==> src/rtl/signed_bcd_display_encoder_pkg.sv <==
// Shared types and constants for the signed binary-to-BCD display encoder.
// Holds the FSM encoding, the active-low 7-segment patterns and the sizing helpers.
package bcd_display_pkg;

    typedef enum logic [1:0] {
        IDLE  = 2'd0,
        ABS   = 2'd1,
        SHIFT = 2'd2,
        LOAD  = 2'd3
    } state_t;

    // Active-low segment order {g,f,e,d,c,b,a}.
    localparam logic [6:0] SEG_BLANK = 7'h7F;
    localparam logic [6:0] SEG_0     = 7'h40;
    localparam logic [6:0] SEG_1     = 7'h79;
    localparam logic [6:0] SEG_2     = 7'h24;
    localparam logic [6:0] SEG_3     = 7'h30;
    localparam logic [6:0] SEG_4     = 7'h19;
    localparam logic [6:0] SEG_5     = 7'h12;
    localparam logic [6:0] SEG_6     = 7'h02;
    localparam logic [6:0] SEG_7     = 7'h78;
    localparam logic [6:0] SEG_8     = 7'h00;
    localparam logic [6:0] SEG_9     = 7'h10;

    function automatic int cnt_width(input int n);
        return (n <= 1) ? 1 : $clog2(n);
    endfunction

    function automatic longint unsigned pow10(input int n);
        longint unsigned p;
        p = 1;
        for (int i = 0; i < n; i++) begin
            p = p * 10;
        end
        return p;
    endfunction

endpackage

==> src/rtl/signed_bcd_display_encoder_if.sv <==
// Handshake and result bundle between the ALU-side requester and the display encoder.
interface signed_bcd_display_encoder_if #(
    parameter int NBITS   = 10,
    parameter int NDIGITS = 3
);
    logic                   start;
    logic [NBITS-1:0]       value;
    logic                   busy;
    logic                   done;
    logic                   sign;
    logic                   out_of_range;
    logic [4*NDIGITS-1:0]   bcd;
    logic [7*NDIGITS-1:0]   seg;

    modport master (
        output start, value,
        input  busy, done, sign, out_of_range, bcd, seg
    );

    modport slave (
        input  start, value,
        output busy, done, sign, out_of_range, bcd, seg
    );

endinterface

==> src/rtl/signed_bcd_display_encoder_seg.sv <==
// Single-digit BCD to active-low 7-segment decoder with a blanking input.
module bcd_to_7seg
    import bcd_display_pkg::*;
(
    input  logic [3:0] nibble,
    input  logic       blank,
    output logic [6:0] seg
);

    always_comb begin
        // NOTE: default assignment first so every path drives seg and no latch is inferred.
        seg = SEG_BLANK;
        if (!blank) begin
            case (nibble)
                4'd0:    seg = SEG_0;
                4'd1:    seg = SEG_1;
                4'd2:    seg = SEG_2;
                4'd3:    seg = SEG_3;
                4'd4:    seg = SEG_4;
                4'd5:    seg = SEG_5;
                4'd6:    seg = SEG_6;
                4'd7:    seg = SEG_7;
                4'd8:    seg = SEG_8;
                4'd9:    seg = SEG_9;
                default: seg = SEG_BLANK;
            endcase
        end
    end

endmodule

==> src/rtl/signed_bcd_display_encoder.sv <==
// Iterative signed-binary to BCD converter (double-dabble) with registered results
// and leading-zero-blanked active-low 7-segment outputs.
module signed_bcd_display_encoder
    import bcd_display_pkg::*;
#(
    parameter int NBITS   = 10,
    parameter int NDIGITS = 3
) (
    input  logic clk,
    input  logic rst,
    signed_bcd_display_encoder_if.slave bus
);

    localparam int                 CW        = cnt_width(NBITS);
    localparam logic [CW-1:0]      CNT_LAST  = CW'(NBITS - 1);
    localparam longint unsigned    MAX_MAG   = pow10(NDIGITS) - 1;
    localparam logic [4*NDIGITS-1:0] ALL_NINES = {NDIGITS{4'h9}};

    state_t                 state;
    logic [NBITS-1:0]       value_q;
    logic [NBITS-1:0]       mag_q;
    logic [NBITS-1:0]       abs_value;
    logic [4*NDIGITS-1:0]   scr_q;
    logic [4*NDIGITS-1:0]   scr_adj;
    logic [CW-1:0]          cnt_q;
    logic                   sign_q;
    logic                   oor_q;

    logic                   busy_q;
    logic                   done_q;
    logic                   sign_out;
    logic                   oor_out;
    logic [4*NDIGITS-1:0]   bcd_out;
    logic [NDIGITS-1:0]     blank;

    // Unsigned NBITS-bit magnitude: the most negative input maps to 2^(NBITS-1) exactly.
    always_comb begin
        abs_value = value_q[NBITS-1] ? (~value_q + NBITS'(1)) : value_q;
    end

    always_comb begin
        scr_adj = scr_q;
        for (int d = 0; d < NDIGITS; d++) begin
            if (scr_q[4*d +: 4] >= 4'd5) begin
                scr_adj[4*d +: 4] = scr_q[4*d +: 4] + 4'd3;
            end
        end
    end

    // NOTE: all state below uses non-blocking assignments so every register samples pre-edge values.
    always_ff @(posedge clk or posedge rst) begin
        if (rst) begin
            state    <= IDLE;
            value_q  <= '0;
            mag_q    <= '0;
            scr_q    <= '0;
            cnt_q    <= '0;
            sign_q   <= 1'b0;
            oor_q    <= 1'b0;
            busy_q   <= 1'b0;
            done_q   <= 1'b0;
            sign_out <= 1'b0;
            oor_out  <= 1'b0;
            bcd_out  <= '0;
        end else begin
            done_q <= 1'b0;
            case (state)
                IDLE: begin
                    if (bus.start) begin
                        value_q <= bus.value;
                        busy_q  <= 1'b1;
                        state   <= ABS;
                    end
                end
                ABS: begin
                    mag_q  <= abs_value;
                    sign_q <= value_q[NBITS-1];
                    oor_q  <= 64'(abs_value) > MAX_MAG;
                    scr_q  <= '0;
                    cnt_q  <= '0;
                    state  <= SHIFT;
                end
                SHIFT: begin
                    {scr_q, mag_q} <= {scr_adj[4*NDIGITS-2:0], mag_q, 1'b0};
                    cnt_q          <= cnt_q + CW'(1);
                    if (cnt_q == CNT_LAST) begin
                        state <= LOAD;
                    end
                end
                LOAD: begin
                    // Digits that overflowed the display are meaningless; saturate instead.
                    bcd_out  <= oor_q ? ALL_NINES : scr_q;
                    sign_out <= sign_q;
                    oor_out  <= oor_q;
                    done_q   <= 1'b1;
                    busy_q   <= 1'b0;
                    state    <= IDLE;
                end
                default: state <= IDLE;
            endcase
        end
    end

    // Leading-zero blanking runs from the most significant digit down; units never blank.
    always_comb begin
        logic lead;
        lead  = 1'b1;
        blank = '0;
        for (int d = NDIGITS - 1; d > 0; d--) begin
            lead     = lead & (bcd_out[4*d +: 4] == 4'd0);
            blank[d] = lead;
        end
    end

    for (genvar d = 0; d < NDIGITS; d++) begin : g_digit
        bcd_to_7seg u_seg (
            .nibble (bcd_out[4*d +: 4]),
            .blank  (blank[d]),
            .seg    (bus.seg[7*d +: 7])
        );
    end

    assign bus.busy         = busy_q;
    assign bus.done         = done_q;
    assign bus.sign         = sign_out;
    assign bus.out_of_range = oor_out;
    assign bus.bcd          = bcd_out;

endmodule

==> src/flat_wrapper.sv <==
// flat-port wrapper written by rule: the top's interface ports become plain ports
module signed_bcd_display_encoder_flat import bcd_display_pkg::*;
#(
    parameter int NBITS   = 10,
    parameter int NDIGITS = 3
)
  (clk, rst, bus_start, bus_value, bus_busy, bus_done, bus_sign, bus_out_of_range, bus_bcd, bus_seg);
  signed_bcd_display_encoder_if #(.NBITS(NBITS), .NDIGITS(NDIGITS)) bus_i ();
  input  logic clk;
  input  logic rst;
  input wire logic [$bits(bus_i.start)-1:0] bus_start;
  input wire logic [$bits(bus_i.value)-1:0] bus_value;
  output wire logic [$bits(bus_i.busy)-1:0] bus_busy;
  output wire logic [$bits(bus_i.done)-1:0] bus_done;
  output wire logic [$bits(bus_i.sign)-1:0] bus_sign;
  output wire logic [$bits(bus_i.out_of_range)-1:0] bus_out_of_range;
  output wire logic [$bits(bus_i.bcd)-1:0] bus_bcd;
  output wire logic [$bits(bus_i.seg)-1:0] bus_seg;
  assign bus_i.start = bus_start;
  assign bus_i.value = bus_value;
  assign bus_busy = bus_i.busy;
  assign bus_done = bus_i.done;
  assign bus_sign = bus_i.sign;
  assign bus_out_of_range = bus_i.out_of_range;
  assign bus_bcd = bus_i.bcd;
  assign bus_seg = bus_i.seg;
  signed_bcd_display_encoder #(.NBITS(NBITS), .NDIGITS(NDIGITS)) u_core (.clk(clk), .rst(rst), .bus(bus_i));
endmodule
==> config.mk <==
export PLATFORM = sky130hd
export DESIGN_NAME = signed_bcd_display_encoder_flat
export DESIGN_NICKNAME = d
export VERILOG_FILES = /design/src/rtl/signed_bcd_display_encoder_pkg.sv /design/src/rtl/signed_bcd_display_encoder_if.sv /design/src/rtl/signed_bcd_display_encoder_seg.sv /design/src/rtl/signed_bcd_display_encoder.sv /design/src/flat_wrapper.sv
export SDC_FILE = /design/constraint.sdc
export NUM_CORES = 1
export LEC_CHECK = 0
export BUFFER_PORTS_ARGS = -buffer_cell sky130_fd_sc_hd__buf_2
export CELL_PAD_IN_SITES_DETAIL_PLACEMENT = 0
export CELL_PAD_IN_SITES_GLOBAL_PLACEMENT = 1
export CORE_MARGIN = 5
export CORE_UTILIZATION = 39
export CTS_BUF_LIST = sky130_fd_sc_hd__clkbuf_4 sky130_fd_sc_hd__clkbuf_8 sky130_fd_sc_hd__clkbuf_16
export DETAILED_ROUTE_END_ITERATION = 10
export PLACE_DENSITY_LB_ADDON = 0.1
export SYNTH_ARGS = -nofsm -noshare
export SYNTH_HDL_FRONTEND = slang
export SYNTH_SLANG_ARGS = --single-unit
==> constraint.sdc <==
create_clock -name clk -period 1.8 [get_ports clk]
set_clock_uncertainty 0.2 [all_clocks]
set_input_delay 0.27 -clock clk [delete_from_list [all_inputs] [get_ports clk]]
set_output_delay 0.27 -clock clk [all_outputs]
set_load 0.005 [all_outputs]
==> results by group, run 1 <==
Place
  • RePlAce Congestion: a little over 0.8
  • Setup slack after placement: -0.117 ns
  • Placed cell count: 522
  • IO Port Bufs: a little under 50
  • DP Area: 3890 um^2
  • DP HPWL: around 5200 um

CTS
  • Root Driver: clkbuf_8
  • Htree depth: 2
  • Worst-Skew Late Latency: around 0.30 ns
  • Clock buffer depth: 2
  • Reg clk slew, reported paths: ~0.10 ns
  • CTS buffer count: 5
  • CTS tree: built
  • Clock sink total: 56

Finish
  • Post-Route Utilization: 0.559
  • Net count, final: 491
  • Synthesis-to-finish area growth: 40.3%
  • Antenna Cells: 0
  • Final Cell Area: ~4600 um^2
  • Finished Layout Cells: 556
  • Layout cells sized above 1: 0.435

Timing
  • Final Worst Setup Slack: -0.353 ns
  • Min Tclk post-route: roughly 2.2 ns
  • Unrepaired setup endpoints after global routing: true
  • Total negative slack: -3.47 ns
  • Endpoints failing hold: 0
  • Worst-Margin Slew: ~0.42 ns
  • Max-slew violations: 0
  • # setup viols final: 22
  • Fmax: 0.464 GHz
  • Hold WS: between 0.09 and 0.1 ns
  • Period utilization: 1.20
  • Max transition margin: 0.722

Synthesis
  • Post-synthesis sequential area ratio: 0.430
  • Synth Area per Inst: 9.39 um^2
  • Synth warn: 0
  • Mapped Cells: about 350
  • Net Count, Synth: about 390
  • Yosys reg bits: 56
  • Cell Area, Synth: approximately 3300 um^2
  • Most used DFF post-synth: dfrtp_1
  • Post-synth cell types: 42
  • EDFF count, synth: 0
  • Async SR Flop Fraction: 1.00

Floorplan
  • Ports: 50
  • Die width: around 100 um
  • Rows: 33
  • Die area: ~10000 um^2
  • Core Footprint: 8180 um^2
  • Die Height: a little over 100 um
  • Initial Util: 0.399

Setup path
  • Critical path fanouts, max: 2
  • Cell mode on critical path: inv_2
  • Cell depth of the worst flop-to-flop path: 5
  • Critical-path cell list: inv_2, buf_6, ha_4, inv_2, or3_4, a21oi_2, nor2_1, buf_2
  • Capturing point of the worst reg2reg path: u_core.mag_q[7]$_DFFE_PP0P_
  • WS Path Type: flip-flop to primary output
  • Data arrival time of the worst path: 1.68 ns
  • Crit path from: u_core.bus.bcd[8]$_DFFE_PP0P_
  • Crit path to: bus_seg[19]
  • Worst setup EP type: primary output
  • Worst Setup Start Kind: flip-flop
  • R2R Path Start: u_core.value_q[0]$_DFFE_PP0P_
  • R2r setup slk: -0.11 ns
  • Delay of the slowest critical-path stage: approximately 0.40 ns
  • Crit-path slowest cell: dfrtp_1
  • Required time of the critical path: between 1 and 1.5 ns

Routing
  • Total number of vias: approximately 2800
  • Final ANT Viol Nets: 0
  • Routed WL per cell: roughly 13 um
  • DRT Pass-1 Iters: 4
  • Drt first-iter violations: between 70 and 80
  • DRC: 0
  • DR vias/cell: 5.01
  • WL final: approximately 7400 um

Power
  • Max IR drop VDD: between 0.0008 and 0.0009 V
  • P per Cell Area: between 1500 and 2000 nW/um^2
  • LEAKAGE: between 2 and 2.5 nW
  • Power Total: around 7.7 mW

GRT
  • Initial antenna violation count: 0
  • Vias in the first global route: ~2700
  • Largest net degree at the start of global routing: 40
  • GRT overflow: 0
  • First-pass GRT wire length: ~12000 um
  • All-layer global routing usage: 0.147

Run status
  • Failing checks: setup timing
  • Status: finished with violations

Min path
  • Hold crit path type: primary input to flip-flop
  • Hold_sp: bus_start

Flow run
  • Max cap viols: 0
area by class of cell:
type	count	area [um^2]
clock buffers	6	76.3
clock inverters	2	35.0
fillers	756	3600
inverters	32	129
multi-input cells	241	1980
flip-flops and latches	56	1410
well taps	105	131
repair buffers	114	821
worst max-delay path, delay by kind of cell, from the launching register on:
family,cells,cell delay (ns)
flip-flops,1,0.40
AND/OR/NAND/NOR,2,0.37
buffers and inverters,4,0.35
AO/OA/AOI/OAI,1,0.13
adder cells (fa/ha/maj),1,0.12
state kept, by name, summed over array words and instances (netlist names):
register                 flops
u_core.scr_q                12
u_core.oor_q                 1
u_core.bus.busy              1
u_core.sign_q                1
u_core.value_q              10
u_core.bus.sign              1
u_core.bus.out_of_range      1
u_core.state                 2
u_core.cnt_q                 4
u_core.mag_q                10
u_core.bus.done              1
u_core.bus.bcd              12
power by group:
group	switching (mW)	internal [mW]
Combinational	2.38	2.46
Clock	0.390	0.429
Sequential	0.291	1.70
cells in the mapped netlist, drive strengths merged, types with 8 or more instances:
master | count | area share
mux2 | 15 | 0.052
nand2 | 25 | 0.029
o22ai | 12 | 0.023
dfrtp | 56 | 0.43
nand2b | 9 | 0.017
a21oi | 24 | 0.037
inv | 32 | 0.037
nor2 | 27 | 0.031
clkbuf | 16 | 0.018
o21ai | 29 | 0.045
ha | 28 | 0.11
nand3 | 8 | 0.012
worst min path at each step:
stage,to,slack (ns),cells after the start
finish,u_core.bus.busy$_DFFE_PP0P_,0.09,4
global route,u_core.bus.busy$_DFFE_PP0P_,0.1,3
global placement,u_core.scr_q[3]$_DFFE_PP0P_,0.09,2
detailed placement,u_core.scr_q[3]$_DFFE_PP0P_,0.1,2
CTS,u_core.bus.busy$_DFFE_PP0P_,0.08,3
floorplan,u_core.bus.bcd[0]$_DFFE_PP0P_,0.15,1
layout by cell type, fill, tap and decap left out, types with 4 or more instances in the layout:
master / instances
mux2i_1: 6
nand2_1: 18
o21ai_0: 17
nand2b_1: 7
o21ai_1: 7
xor2_1: 7
o22ai_1: 12
a21oi_1: 15
ha_4: 8
a21oi_2: 8
dlygate4sd3_1: 11
xnor2_1: 4
inv_2: 10
nand2_2: 7
mux2_2: 15
inv_1: 20
buf_2: 49
buf_6: 10
clkbuf_8: 5
ha_1: 17
nor2_1: 23
o21ai_2: 5
nand3_1: 8
dfrtp_1: 53
o31ai_1: 5
buf_4: 41
routing by layer:
| layer | up-vias | GRT usage | routed length [um] | part of all wire |
|---|---|---|---|---|
| met4 | 0 | 0.0399 | 99 | 0.013 |
| met2 | 54 | 0.273 | 3850 | 0.52 |
| met3 | 8 | 0.0241 | 336 | 0.046 |
| met1 | 1317 | 0.173 | 3060 | 0.42 |
| li1 | 1407 | - | - | - |
| met5 | - | 0 | 0 | 0 |
what timing repair did:
item                                    CTS  global route
endpoints found under the setup margin   30            36
gates cloned                              1             0
buffers inserted                         10             8
gates resized for setup                  61            42
pin swaps                                25            15
endpoints found under the hold margin    27             0
hold buffers                             11             0
kinds of logic (layout without fill, tap and decap cells):
group                      Yosys count  count (layout)  synth area share
AOI/OAI and AO/OA                   91              91             0.173
and+or+nand+nor                     90              90             0.132
DFF                                 56              56             0.430
buffers and inverters               50             154            0.0576
adders and majority gates           28              28             0.107
muxes                               21              21            0.0702
xor gates and xnor gates            11              11            0.0296
Note: power is estimated with default switching activity, not from simulation.
==> run 2: changes to the inputs <==
PLACE_DENSITY = 0.72   (was unset)
PLACE_DENSITY_LB_ADDON = unset   (was 0.1)
==> run 2 against run 1 <==
The flow still finishes with violations (setup timing). Utilization fell by 0.12 points. Clock power fell by 12%. Worst hold slack better by 0.0086 ns. Die area unchanged. Highest routed layer unchanged. Combinational power about the same. Largest power group unchanged. Global-route usage rose by 0.34 points. Register-to-register slack gained 0.07 ns. Largest cell class unchanged. Critical path depth fell by 1. Non-clock buffer count fell by 2.
==> results by group, run 2 (synthesis gave the netlist of run 1 again) <==
Run status
  • Status: finished with violations
  • Failing checks: setup timing

Finish
  • Layout cells sized above 1: 0.437 (+0.00194)
  • Most frequent cells in the layout: 53 x dfrtp_1, 50 x buf_2, 41 x buf_4, 22 x nor2_1, 20 x inv_1
  • Commonest non-fill, non-tap cell in the layout: dfrtp_1
  • Antenna Cells: 0 (unchanged)
  • Net count, final: 489 (-0.41%)
  • Synthesis-to-finish area growth: 40.0%

Place
  • Setup slack after placement: -0.127 ns (-0.0100 ns)
  • DP HPWL: 5180 um (-0.50%)
  • RePlAce Congestion: 0.816 (-0.50%)
  • IO Port Bufs: 49 (unchanged)

Floorplan
  • Die Height: 101 um (unchanged)
  • Die area: 10300 um^2 (unchanged)
  • Die width: 101 um (unchanged)
  • Ports: 50 (unchanged)
  • Rows: 33 (unchanged)
  • Core Footprint: 8180 um^2 (unchanged)
  • Initial Util: 0.399 (unchanged)

Power
  • Sw frac: 0.413 (+0.0127)
  • Part of the power in registers: 0.266 (+0.006)
  • Comb power frac: 0.639 (+0.006)
  • LEAKAGE: 2.12 nW (-0.72%)
  • Switching Power: 3.11 mW (+1.7%)
  • Max IR drop VDD: 0.000812 V (-6.9%)
  • P per Cell Area: 1650 nW/um^2 (-1.2%)
  • Power Total: 7.54 mW (-1.4%)
  • Int Power: 4.43 mW (-3.5%)
  • Clock power frac: 0.096 (-0.011)

Timing
  • Max-slew violations: 0 (unchanged)
  • Final Worst Setup Slack: -0.260 ns (+0.0929 ns)
  • Min Tclk post-route: 2.06 ns (-0.0929 ns)
  • Period utilization: 1.14 (-0.0516)
  • Worst-Margin Slew: 0.417 ns (+0.000552 ns)
  • Fmax: 0.485 GHz (+4.5%)
  • Unrepaired setup endpoints after global routing: true
  • Total negative slack: -3.17 ns (+0.302 ns)
  • Endpoints failing hold: 0 (unchanged)
  • Hold WS: 0.101 ns (+0.00858 ns)
  • # setup viols final: 22 (unchanged)
  • Max transition margin: 0.721 (about the same)

Setup path
  • Worst Setup Start Kind: flip-flop
  • WS Path Type: flip-flop to primary output
  • Crit path to: bus_seg[19]
  • R2R Path Start: u_core.value_q[0]$_DFFE_PP0P_
  • Family with the most delay on the worst path: flip-flops
  • Cell depth of the worst flop-to-flop path: 6 (+1)
  • R2r setup slk: -0.04 ns (+0.07 ns)
  • CP Depth: 7 (-1)
  • Cell mode on critical path: inv_2
  • Critical path fanouts, max: 3 (+1)
  • Capturing point of the worst reg2reg path: u_core.mag_q[6]$_DFFE_PP0P_
  • Data arrival time of the worst path: 1.59 ns (-0.09 ns)
  • Buf/Inv on CP: 3 (-1)
  • Critical-path cell list: inv_2, ha_4, inv_2, or3_1, a21oi_2, nor2_1, buf_2
  • Required time of the critical path: 1.33 ns (about the same)
  • Crit path from: u_core.bus.bcd[9]$_DFFE_PP0P_
  • Delay of the slowest critical-path stage: 0.40 ns (about the same)
  • Crit-path slowest cell: dfrtp_1
  • Worst setup EP type: primary output

GRT
  • Met2 GRT Util: 0.261 (-0.0121)
  • First-pass GRT wire length: 12800 um (+4.8%)
  • Initial antenna violation count: 0 (unchanged)
  • All-layer global routing usage: 0.150 (+0.00341)
  • Largest net degree at the start of global routing: 57 (+43%)
  • Global routing's busiest layer: met2
  • Vias in the first global route: 2764 (+2.8%)
  • GR Util met1: 0.199 (+0.0257)
  • GR Util met3: 0.0234 (-0.000689)
  • GRT overflow: 0 (unchanged)

CTS
  • Clock sink total: 56 (unchanged)
  • CTS buffer count: 5 (unchanged)
  • CTS tree: built
  • Root Driver: clkbuf_8
  • Reg clk slew, reported paths: 0.10 ns (about the same)
  • Worst-Skew Late Latency: 0.31 ns (about the same)
  • Clock buffer depth: 2 (unchanged)
  • Htree depth: 2 (unchanged)

Routing
  • Final ANT Viol Nets: 0 (unchanged)
  • Routed WL per cell: 13.5 um (+2.0%)
  • WL final: 7470 um (+1.7%)
  • Drt first-iter violations: 109 (+47%)
  • DRT Pass-1 Iters: 4 (unchanged)
  • Total number of vias: 2792 (+0.22%)
  • DRC: 0 (unchanged)
  • DR vias/cell: 5.04 (+0.58%)

Min path
  • Hold crit path type: primary input to flip-flop

Flow run
  • Max cap viols: 0 (unchanged)
==> run 2: cell types whose count changed in the layout (fill, tap and decap cells not counted), sizes merged <==
| cell | previous run | this run |
|---|---|---|
| bufinv | 1 | 0 |
| clkinv | 1 | 0 |
| clkinvlp | 1 | 3 |
| clkbuf | 7 | 6 |
| buf | 102 | 101 |
==> run 2: repair_timing <==
item	in CTS	in global routing
endpoints found under the setup margin	27	46
hold buffers	11	0
cloned	1	0
buffers inserted	7	5
resized for setup	46	59
endpoints found under the hold margin	66	0
pin swaps	24	23
==> run 2: area by class of cell <==
type | count | area (um^2)
clock buffers | 6 | 82.6
flip-flops and latches | 56 | 1410
clock inverters | 2 | 15.0
repair buffers | 112 | 798
fillers | 752 | 3610
well taps | 105 | 131
multi-input cells | 241 | 2000
inverters | 32 | 129
==> run 2: how the worst min path moves through the flow <==
| stage | end | startpoint | slack (ns) | cells after the start |
|---|---|---|---|---|
| 2_1_floorplan | u_core.bus.bcd[0]$_DFFE_PP0P_ | rst | 0.15 | 1 |
| 3_3_place_gp | u_core.scr_q[3]$_DFFE_PP0P_ | rst | 0.17 | 3 |
| 3_5_place_dp | u_core.bus.bcd[3]$_DFFE_PP0P_ | rst | 0.18 | 3 |
| 4_1_cts | u_core.bus.busy$_DFFE_PP0P_ | bus_start | 0.09 | 4 |
| 5_1_grt | u_core.bus.busy$_DFFE_PP0P_ | bus_start | 0.17 | 4 |
| 6_report | u_core.bus.busy$_DFFE_PP0P_ | bus_start | 0.10 | 4 |
==> run 2: metrics by stage <==
| stage | util | std cells | area [um^2] |
|---|---|---|---|
| CTS | 0.529 | 550 | 4320 |
| detailed placement | 0.477 | 523 | 3900 |
| global placement | 0.477 | 523 | 3900 |
| floorplan | - | 347 | 3270 |
| finish | 0.558 | 554 | 4560 |
| global route | 0.558 | 554 | 4560 |
==> run 2: per-layer routing <==
metal  share of wire  routed length, um  vias up
met1            0.47               3480     1339
met4          0.0055                 41        0
met3           0.042                313        4
li1                -                  -     1399
met2            0.49               3640       50
met5               0                  0        -
==> run 2: worst min-delay path: stages <==
cell and delay (ns):
buf_2 0.10, o21ai_0 0.07, nand2_1 0.06, o21ai_0 0.07
==> run 2: power groups by stage <==
stage | registers (mW) | logic [mW] | clock network, mW
4_1_cts | 1.99 | 4.38 | 0.760
2_1_floorplan | 2.01 | 2.36 | 0
6_report | 2.00 | 4.82 | 0.723
3_3_place_gp | 1.98 | 3.95 | 0
5_1_grt | 2.06 | 5.37 | 0.805
3_5_place_dp | 1.99 | 4.00 | 0
==> run 3: changes to the inputs <==
TNS_END_PERCENT = 5   (was unset)
==> run 3 against run 2 <==
The flow still finishes with violations (setup timing). Critical path depth is the same. Design area down 5.6%. Wire length decreased by 5.3%. Global-route usage fell by 0.49 points. Total power is 6.4% lower. Sequential share of layout area is 1.8 points higher. First-iteration DRC count fell by 36%. Cell count is 2.0% lower. Non-clock buffer count fell by 11. Fmax down 1.8%. Highest routed layer unchanged.
==> results by group, run 3 (synthesis gave the netlist of run 1 again) <==
Min path
  • Hold_sp: bus_start
  • Worst hold path depth: 4 (unchanged)
  • Hold EP: u_core.bus.busy$_DFFE_PP0P_
  • Hold crit path type: primary input to flip-flop

Timing
  • Period utilization: 1.17 (+0.0206)
  • Max-slew violations: 0 (unchanged)
  • Endpoints failing hold: 0 (unchanged)
  • Final Worst Setup Slack: -0.298 ns (-0.0371 ns)
  • Min Tclk post-route: 2.10 ns (+0.0371 ns)
  • Max transition margin: 0.742 (+0.0207)
  • Worst-Margin Slew: 0.387 ns (-0.0301 ns)
  • Unrepaired setup endpoints after global routing: true
  • # setup viols final: 22 (unchanged)
  • Hold WS: 0.111 ns (+0.0103 ns)
  • Fmax: 0.477 GHz (-1.8%)

Finish
  • Antenna Cells: 0 (unchanged)
  • Commonest non-fill, non-tap cell in the layout: dfrtp_1
  • Synthesis-to-finish area growth: 32.1%
  • Net count, final: 478 (-2.2%)
  • Most frequent cells in the layout: 54 x dfrtp_1, 49 x buf_2, 37 x buf_4, 27 x nor2_1, 24 x nand2_1
  • Layout cells sized above 1: 0.354 (-0.0826)
  • Post-Route Utilization: 0.527 (-0.0314)

GRT
  • Vias in the first global route: 2683 (-2.9%)
  • First-pass GRT wire length: 12400 um (-3.0%)
  • All-layer global routing usage: 0.145 (-0.00490)
  • Largest net degree at the start of global routing: 57 (unchanged)
  • GRT overflow: 0 (unchanged)
  • Initial antenna violation count: 0 (unchanged)

Power
  • Int Power: 4.16 mW (-6.0%)
  • Max IR drop VDD: 0.000822 V (+1.2%)
  • Comb power frac: 0.616 (-0.023)
  • Part of the power in registers: 0.281 (+0.015)
  • Clock power frac: 0.103 (+0.007)
  • Switching Power: 2.90 mW (-6.8%)
  • P per Cell Area: 1640 nW/um^2 (-0.78%)
  • LEAKAGE: 2.04 nW (-3.7%)
  • Sw frac: 0.411 (-0.00194)

CTS
  • Htree depth: 2 (unchanged)
  • CTS buffer count: 5 (unchanged)
  • Clock buffer depth: 2 (unchanged)
  • CTS tree: built
  • Root Driver: clkbuf_8
  • Reg clk slew, reported paths: 0.10 ns (about the same)
  • Clock sink total: 56 (unchanged)
  • Worst-Skew Late Latency: 0.31 ns (about the same)

Routing
  • DR vias/cell: 5.03 (-0.28%)
  • Routed WL per cell: 13.0 um (-3.3%)
  • Total number of vias: 2729 (-2.3%)
  • DRT Pass-1 Iters: 4 (unchanged)
  • Drt first-iter violations: 70 (-36%)
  • WL final: 7080 um (-5.3%)
  • Final ANT Viol Nets: 0 (unchanged)
  • DRC: 0 (unchanged)

Setup path
  • Buf/Inv on CP: 3 (unchanged)
  • Cell depth of the worst flop-to-flop path: 6 (unchanged)
  • Worst Setup Start Kind: flip-flop
  • Capturing point of the worst reg2reg path: u_core.mag_q[6]$_DFFE_PP0P_
  • WS Path Type: flip-flop to primary output
  • R2R Path Start: u_core.value_q[1]$_DFFE_PP0P_
  • Critical-path cell list: inv_2, ha_4, buf_4, or3_1, a21oi_2, nor2_1, buf_2
  • Crit-path slowest cell: dfrtp_1
  • Data arrival time of the worst path: 1.63 ns (+0.04 ns)
  • Family with the most delay on the worst path: flip-flops
  • Worst setup EP type: primary output
  • Required time of the critical path: 1.33 ns (about the same)
  • Critical path fanouts, max: 4 (+1)
  • R2r setup slk: -0.04 ns (about the same)
  • CP Depth: 7 (unchanged)
  • Delay of the slowest critical-path stage: 0.37 ns (-0.03 ns)

Floorplan
  • Die Height: 101 um (unchanged)
  • Die width: 101 um (unchanged)
  • Core Footprint: 8180 um^2 (unchanged)
  • Initial Util: 0.399 (unchanged)
  • Die area: 10300 um^2 (unchanged)
  • Ports: 50 (unchanged)
  • Rows: 33 (unchanged)

Flow run
  • Max cap viols: 0 (unchanged)

Run status
  • Failing checks: setup timing
  • Status: finished with violations

Place
  • RePlAce Congestion: 0.816 (unchanged)
  • DP HPWL: 5180 um (unchanged)
  • IO Port Bufs: 49 (unchanged)
run 3: changes by cell type in the layout (fill, tap and decap cells not counted), moves of 3 or more:
cell and change:
a21oi_2 -3, buf_4 -4, buf_6 -6, ha_1 +4, ha_4 -5, inv_1 +3
inv_2 -3, nand2_1 +7, nand2_2 -7, nor2_1 +5, nor2_2 -3, o21ai_0 +7
o21ai_1 -4, o21ai_2 -3
run 3: what timing repair did:
item / CTS / global route
setup endpoints to repair: 27 / 46
gates resized for setup: 26 / 28
hold buffers: 11 / 0
cloned: 0 / 0
endpoints found under the hold margin: 66 / 0
buffers inserted: 0 / 1
pin swaps: 9 / 8
run 3: layer usage:
layer,routed length (um),GRT usage
met1,3310,0.196
met2,3400,0.248
met3,315,0.0234
met4,51,0.0276
met5,0,0
run 3: power by group through the flow:
stage	Combinational (mW)	Clock (mW)	Sequential, mW
after floorplan	2.36	0	2.01
after global placement	3.95	0	1.98
after detailed placement	4.00	0	1.99
after CTS	4.19	0.760	1.98
after global routing	4.90	0.805	2.05
final	4.35	0.724	1.99
run 3: through the flow:
stage          std cells  worst slack (ns)  TNS [ns]  power [mW]  instance area [um^2]
2_1_floorplan        347           -0.0635   -0.0741        4.37                  3270
3_3_place_gp         523            -0.101    -0.157        5.93                  3900
3_5_place_dp         523            -0.127    -0.318        6.00                  3900
4_1_cts              542            -0.287     -3.88        6.93                  4190
5_1_grt              543            -0.438     -6.50        7.75                  4310
6_report             543            -0.298     -3.42        7.06                  4310
run 3: layout make-up:
cell class	instances	area (um^2)
Fill cell	772	3870
Multi-Input combinational cell	241	1850
Sequential cell	56	1400
Timing Repair Buffer	101	696
Tap cell	105	131
Inverter	32	129
Clock buffer	6	82.6
Clock inverter	2	15.0
run 3: worst reg2reg max path, delay by kind of cell, from the launching register on:
kind / cells / cell delay, ns
compound gates: 1 / 0.19
fa+ha+maj: 1 / 0.15
buf+inv: 1 / 0.06
flops: 1 / 0.42
mux: 1 / 0.21
simple gates: 2 / 0.50
run 3: how the worst max path moves through the flow:
| stage | from | end | slack, ns |
|---|---|---|---|
| finish | u_core.bus.bcd[8]$_DFFE_PP0P_ | bus_seg[20] | -0.30 |
| global route | u_core.bus.bcd[9]$_DFFE_PP0P_ | bus_seg[8] | -0.44 |
| CTS | u_core.bus.bcd[9]$_DFFE_PP0P_ | bus_seg[8] | -0.29 |
| detailed placement | u_core.value_q[1]$_DFFE_PP0P_ | u_core.mag_q[6]$_DFFE_PP0P_ | -0.13 |
| global placement | u_core.value_q[1]$_DFFE_PP0P_ | u_core.mag_q[6]$_DFFE_PP0P_ | -0.10 |
| floorplan | u_core.value_q[0]$_DFFE_PP0P_ | u_core.mag_q[6]$_DFFE_PP0P_ | -0.06 |
